===== src/rtl/vend_sequencer.sv =====
`timescale 1ns/1ps
// vend_sequencer
// Sequencing controller for the Cola Next vending datapath. It accumulates
// coin credit, takes a 4-way product selection, runs a request/ack dispense
// handshake with the product motor, and pays change or refunds as a train of
// Rs5 pulses.
//
// Ports:
//   clk           system clock, rising edge
//   reset         synchronous, active-low reset
//   COIN          00 none, 01 Rs5, 10 Rs10, 11 invalid (sampled every cycle)
//   SEL_VALID     one-cycle product-select strobe
//   SEL           product index, valid with SEL_VALID
//   CANCEL        one-cycle refund request
//   DISP_ACK      motor done (level, held until DISP_REQ drops)
//   DISP_REQ      dispense request to motor
//   DISP_SEL      product index, stable while DISP_REQ=1
//   CHANGE_PULSE  one Rs5 coin returned per high cycle
//   COIN_REJ      previous cycle's coin was rejected
//   FAULT         sticky motor-timeout flag
//   CREDIT        current credit in Rs
//   BUSY          high in DISPENSE or PAYOUT
module vend_sequencer #(
  parameter int unsigned PRICE0      = 15,
  parameter int unsigned PRICE1      = 20,
  parameter int unsigned PRICE2      = 25,
  parameter int unsigned PRICE3      = 30,
  parameter int unsigned MAX_CREDIT  = 50,
  parameter int unsigned ACK_TIMEOUT = 16
) (
  input  logic       clk,
  input  logic       reset,
  input  logic [1:0] COIN,
  input  logic       SEL_VALID,
  input  logic [1:0] SEL,
  input  logic       CANCEL,
  input  logic       DISP_ACK,
  output logic       DISP_REQ,
  output logic [1:0] DISP_SEL,
  output logic       CHANGE_PULSE,
  output logic       COIN_REJ,
  output logic       FAULT,
  output logic [7:0] CREDIT,
  output logic       BUSY
);

  // Counter only needs to reach ACK_TIMEOUT-1: the timeout fires on that cycle.
  localparam int unsigned CW = (ACK_TIMEOUT > 1) ? $clog2(ACK_TIMEOUT) : 1;
  localparam logic [CW-1:0] TMO_LAST = CW'(ACK_TIMEOUT - 1);

  typedef enum logic [1:0] {
    IDLE     = 2'd0,
    COLLECT  = 2'd1,
    DISPENSE = 2'd2,
    PAYOUT   = 2'd3
  } state_t;

  state_t        state_r;
  logic [CW-1:0] tmo_cnt_r;

  logic [7:0] coin_val_s;
  logic [8:0] coin_sum_s;
  logic       coin_present_s;
  logic       coin_fits_s;
  logic       sel_ok_s;

  function automatic logic [7:0] price_of(input logic [1:0] idx);
    case (idx)
      2'd0:    price_of = 8'(PRICE0);
      2'd1:    price_of = 8'(PRICE1);
      2'd2:    price_of = 8'(PRICE2);
      2'd3:    price_of = 8'(PRICE3);
      default: price_of = 8'(PRICE3);
    endcase
  endfunction

  function automatic logic [7:0] coin_value(input logic [1:0] c);
    case (c)
      2'b01:   coin_value = 8'd5;
      2'b10:   coin_value = 8'd10;
      default: coin_value = 8'd0;  // none or invalid code
    endcase
  endfunction

  // Coin and selection qualification; the sum is 9 bits so the ceiling test
  // cannot wrap.
  always_comb begin
    coin_val_s     = coin_value(COIN);
    coin_sum_s     = {1'b0, CREDIT} + {1'b0, coin_val_s};
    coin_present_s = (COIN != 2'b00);
    if (coin_val_s != 8'd0) begin
      coin_fits_s = (coin_sum_s <= 9'(MAX_CREDIT));
    end else begin
      coin_fits_s = 1'b0;
    end
    sel_ok_s = (CREDIT >= price_of(SEL));
  end

  // Sequencer state machine with all outputs registered.
  always_ff @(posedge clk) begin
    if (!reset) begin
      state_r      <= IDLE;
      tmo_cnt_r    <= '0;
      DISP_REQ     <= 1'b0;
      DISP_SEL     <= 2'd0;
      CHANGE_PULSE <= 1'b0;
      COIN_REJ     <= 1'b0;
      FAULT        <= 1'b0;
      CREDIT       <= 8'd0;
      BUSY         <= 1'b0;
    end else begin
      COIN_REJ <= 1'b0;
      case (state_r)
        IDLE: begin
          // SEL_VALID and CANCEL carry no meaning without credit.
          if (coin_fits_s) begin
            CREDIT  <= coin_sum_s[7:0];
            state_r <= COLLECT;
          end else if (coin_present_s) begin
            COIN_REJ <= 1'b1;
          end
        end

        COLLECT: begin
          if (CANCEL) begin
            state_r      <= PAYOUT;
            BUSY         <= 1'b1;
            CHANGE_PULSE <= 1'b0;
            COIN_REJ     <= coin_present_s;
          end else if (SEL_VALID && sel_ok_s) begin
            DISP_SEL  <= SEL;
            CREDIT    <= CREDIT - price_of(SEL);
            DISP_REQ  <= 1'b1;
            BUSY      <= 1'b1;
            tmo_cnt_r <= '0;
            state_r   <= DISPENSE;
            COIN_REJ  <= coin_present_s;
          end else if (coin_fits_s) begin
            // An unaffordable selection falls through so the coin still counts.
            CREDIT <= coin_sum_s[7:0];
          end else if (coin_present_s) begin
            COIN_REJ <= 1'b1;
          end
        end

        DISPENSE: begin
          COIN_REJ <= coin_present_s;
          if (DISP_ACK) begin
            DISP_REQ <= 1'b0;
            if (CREDIT != 8'd0) begin
              state_r <= PAYOUT;
            end else begin
              state_r <= IDLE;
              BUSY    <= 1'b0;
            end
          end else if (tmo_cnt_r == TMO_LAST) begin
            // Motor never answered: refund the full price along with any change.
            DISP_REQ <= 1'b0;
            FAULT    <= 1'b1;
            CREDIT   <= CREDIT + price_of(DISP_SEL);
            state_r  <= PAYOUT;
          end else begin
            tmo_cnt_r <= tmo_cnt_r + CW'(1);
          end
        end

        PAYOUT: begin
          COIN_REJ <= coin_present_s;
          if (CHANGE_PULSE) begin
            // Low half of the pulse; leave once the last coin has gone out.
            CHANGE_PULSE <= 1'b0;
            if (CREDIT == 8'd0) begin
              state_r <= IDLE;
              BUSY    <= 1'b0;
            end
          end else if (CREDIT != 8'd0) begin
            CHANGE_PULSE <= 1'b1;
            CREDIT       <= CREDIT - 8'd5;
          end else begin
            state_r <= IDLE;
            BUSY    <= 1'b0;
          end
        end

        default: begin
          state_r      <= IDLE;
          DISP_REQ     <= 1'b0;
          CHANGE_PULSE <= 1'b0;
          BUSY         <= 1'b0;
          CREDIT       <= 8'd0;
        end
      endcase
    end
  end

endmodule


===== config.mk =====
export PLATFORM = sky130hd
export DESIGN_NAME = vend_sequencer
export DESIGN_NICKNAME = d
export VERILOG_FILES = /design/src/rtl/vend_sequencer.sv
export SDC_FILE = /design/constraint.sdc
export NUM_CORES = 1
export LEC_CHECK = 0
export CORE_MARGIN = 2
export CORE_UTILIZATION = 62
export DETAILED_ROUTE_END_ITERATION = 10
export PLACE_DENSITY = 0.83
export SKIP_CTS_REPAIR_TIMING = 1
export SYNTH_ARGS = -nofsm -noshare
export SYNTH_HDL_FRONTEND = slang
export SYNTH_SLANG_ARGS = --single-unit

===== constraint.sdc =====
create_clock -name clk -period 6.4 [get_ports clk]
set_input_delay 0.96 -clock clk [delete_from_list [all_inputs] [get_ports clk]]
set_output_delay 0.96 -clock clk [all_outputs]
set_load 0.02 [all_outputs]

==> flow_summary.json <==
{
  "status": "finished clean",
  "path_clk_slew_ns": 0.08,
  "report.final.setup_viol": 0,
  "post-dp-hpwl_mm": 4.32,
  "drt_pass1_iterations": 5,
  "tns_ns": 0,
  "hold_violations": 0,
  "async_reset_ff_share_pct": 0,
  "max_stage_delay_ns": 0.69,
  "core-area_um2": 3610,
  "grt_usage_pct": 28.8,
  "cp_max_fo": 12,
  "syn-num-nets": 338,
  "clk_latency_ns": 0.27,
  "worst-setup-path-type": "in -> reg",
  "io_buffers": 23,
  "start_util_pct": 63.6,
  "drv_cap": 0,
  "antenna-diode-count": 0,
  "ys_ff_latch": 21,
  "clock_sinks": 21,
  "slew_violations": 0,
  "drtIter0Drc": 192,
  "postLayoutCellArea_um2": 2570,
  "grt_pass1_wl_mm": 9.49,
  "htreeDepth": 1,
  "netlist_instances": 301,
  "avgSynthCellArea_um2": 7.62,
  "die-area_um2": 4200,
  "cts_tree": "done",
  "ant_nets": 0,
  "cp.required_ns": 6.56,
  "ios": 24,
  "slowest_stage": "a21boi_1",
  "layout_common_cells": "nand2_1, nor2_1, ha_1",
  "fmax_ghz": 0.223,
  "synth_compound_area_share_pct": 28.0,
  "rows": 22,
  "maxSlewHeadroom_pct": 44.2,
  "synthFlopType": "dfxtp_1",
  "final_layout_size_suffix_gt1_share_pct": 3.83,
  "synth_top_family_by_area": "compound AO/OA/AOI/OAI gates",
  "synth-edff-count": 0,
  "antenna_found_initial": 0,
  "min_path_type": "reg -> reg",
  "ir_worst_vdd_mv": 0.217,
  "grt_max_degree": 19,
  "syn_area_um2": 2290,
  "yosys-mux-area-fraction_pct": 0.436,
  "start_kind": "primary input",
  "period_share_pct": 70.0,
  "grt_pass1_vias": 2060,
  "layout_min_cycle_time_ns": 4.48,
  "critPathBufInv": 2,
  "gp_congestion": 0.925,
  "hold-worst-slack_ns": 0.486,
  "synthAdderAreaFrac_pct": 15.9,
  "grt.overflow.total": 0,
  "routed-via-count": 2323,
  "crit_chain": "clkdlybuf4s50_1 -> inv_1 -> ha_1 -> xor2_2 -> ha_1 -> a21oi_1 -> o211ai_1 -> a21oi_1 -> a31o_1 -> a21boi_1 -> nand3_1 -> a311o_1",
  "clock_skew_ns": 0.00607,
  "cellPowerDensity_nw_per_um2": 351,
  "endpoint_kind": "flop",
  "layout.nets": 351,
  "finalPower_mw": 0.902,
  "p_leak_nw": 1.03,
  "arrival_ns": 4.64,
  "synth-seq-area-share_pct": 18.3,
  "drc": 0,
  "worst_slew_pin_slew_ns": 0.836,
  "path_delay_family": "compound AO/OA/AOI/OAI gates",
  "rsz0062_at_grt": "false",
  "yosys_warnings": 0,
  "die_h_um": 64.8,
  "wirelength_mm": 5.79,
  "wl_per_cell_um": 16.0,
  "synthXorXnorAreaFrac_pct": 7.96,
  "cts-buffers-inserted": 3,
  "fill_cells": 307,
  "die_x_um": 64.8,
  "viasPerCell": 6.43,
  "dpl_cell_area_um2": 2520,
  "yosys.area_share.simple_pct": 23.7,
  "root_buffer": "clkbuf_8",
  "clockBufferDepth": 2,
  "synthToLayoutAreaGrowth_pct": 12.1,
  "synth_cell_type_count": 59
}
sequential cells by signal (all words and copies together), names as in the netlist:
signal and count:
CREDIT 8, tmo_cnt_r 4, DISP_SEL 2, state_r 2, BUSY 1, CHANGE_PULSE 1, COIN_REJ 1, DISP_REQ 1
FAULT 1
cells by family after synthesis:
family,count (synthesis)
fa+ha+maj,28
simple gates,108
compound gates,90
buf+inv,33
mux,1
flops,21
xor+xnor,20
area by class of cell:
type	instances	area [um^2]	area share (%)
tap	48	60.1	2.34
inverter	18	67.6	2.63
clock inverter	1	7.51	0.292
sequential	21	420	16.4
timing repair buffer	23	230	8.95
multi-input combinational	247	1740	67.8
clock buffer	3	41.3	1.61
routing by layer:
layer / GRT usage [%] / up-vias / wire length, um
li1: - / 1137 / -
met1: 39.0 / 1061 / 2630
met2: 46.9 / 101 / 2620
met3: 4.34 / 24 / 411
met4: 9.04 / 0 / 127
met5: 0 / - / 0
Yosys cell counts, types with 2 or more instances:
library cell,count,area (um^2)
o2111a_1,2,22.5
o2111ai_1,2,17.5
inv_1,17,63.8
and2_1,4,25.0
a211oi_1,6,45.0
and3_1,3,18.8
dfxtp_1,21,420
o21a_1,4,30.0
nand2_1,27,101
nand3_1,8,40.0
or2_2,3,18.8
o22ai_1,3,18.8
clkbuf_1,10,37.5
o21bai_1,3,22.5
nand3b_1,6,45.0
o21ai_0,11,55.1
o221ai_1,3,26.3
xnor2_1,13,114
nor2b_1,2,12.5
or4b_1,2,20.0
nor4_1,3,18.8
ha_1,26,325
xor2_1,6,52.6
buf_2,5,25.0
or3_1,3,18.8
a21oi_1,21,105
a311o_1,2,20.0
a31o_1,3,26.3
fa_1,2,40.0
nor3_1,10,50.1
a21o_1,2,15.0
nor2_1,27,101
a221oi_1,3,26.3
a31oi_1,6,37.5
nand2b_1,4,25.0
nand4_1,2,12.5
o211ai_1,3,22.5
o21ai_1,2,10.0
worst reg2reg max path, delay by kind of cell (launching register included):
kind            cells  cell delay (ns)
simple gates        1             0.14
flops               1             0.69
xor+xnor            1             0.19
compound gates      6             2.03
fa+ha+maj           1             0.28
final timing paths:
kind / from / to / slack, ns / depth (start not counted)
worst min-delay path: FAULT$_SDFFE_PN0P_ / FAULT$_SDFFE_PN0P_ / 0.49 / 2
worst max-delay path: COIN[0] / CREDIT[3]$_SDFFE_PN0P_ / 1.92 / 12
worst min register to register: FAULT$_SDFFE_PN0P_ / FAULT$_SDFFE_PN0P_ / 0.49 / 2
worst max register to register: CREDIT[1]$_SDFFE_PN0P_ / CREDIT[3]$_SDFFE_PN0P_ / 2.95 / 9
where the power goes:
| group | internal (mW) | switching [mW] | total, mW |
|---|---|---|---|
| Sequential | 0.160 | 0.0804 | 0.240 |
| Combinational | 0.254 | 0.317 | 0.571 |
| Clock | 0.0441 | 0.0465 | 0.0906 |
metrics by stage:
step,utilization (%),setup slack [ns],instances
after floorplan,-,2.92,301
after global placement,70.0,1.82,357
after detailed placement,70.0,1.71,357
after CTS,71.3,1.99,361
after global routing,71.3,1.66,361
final,71.3,1.92,361
Power figures use the tool's default switching activity.
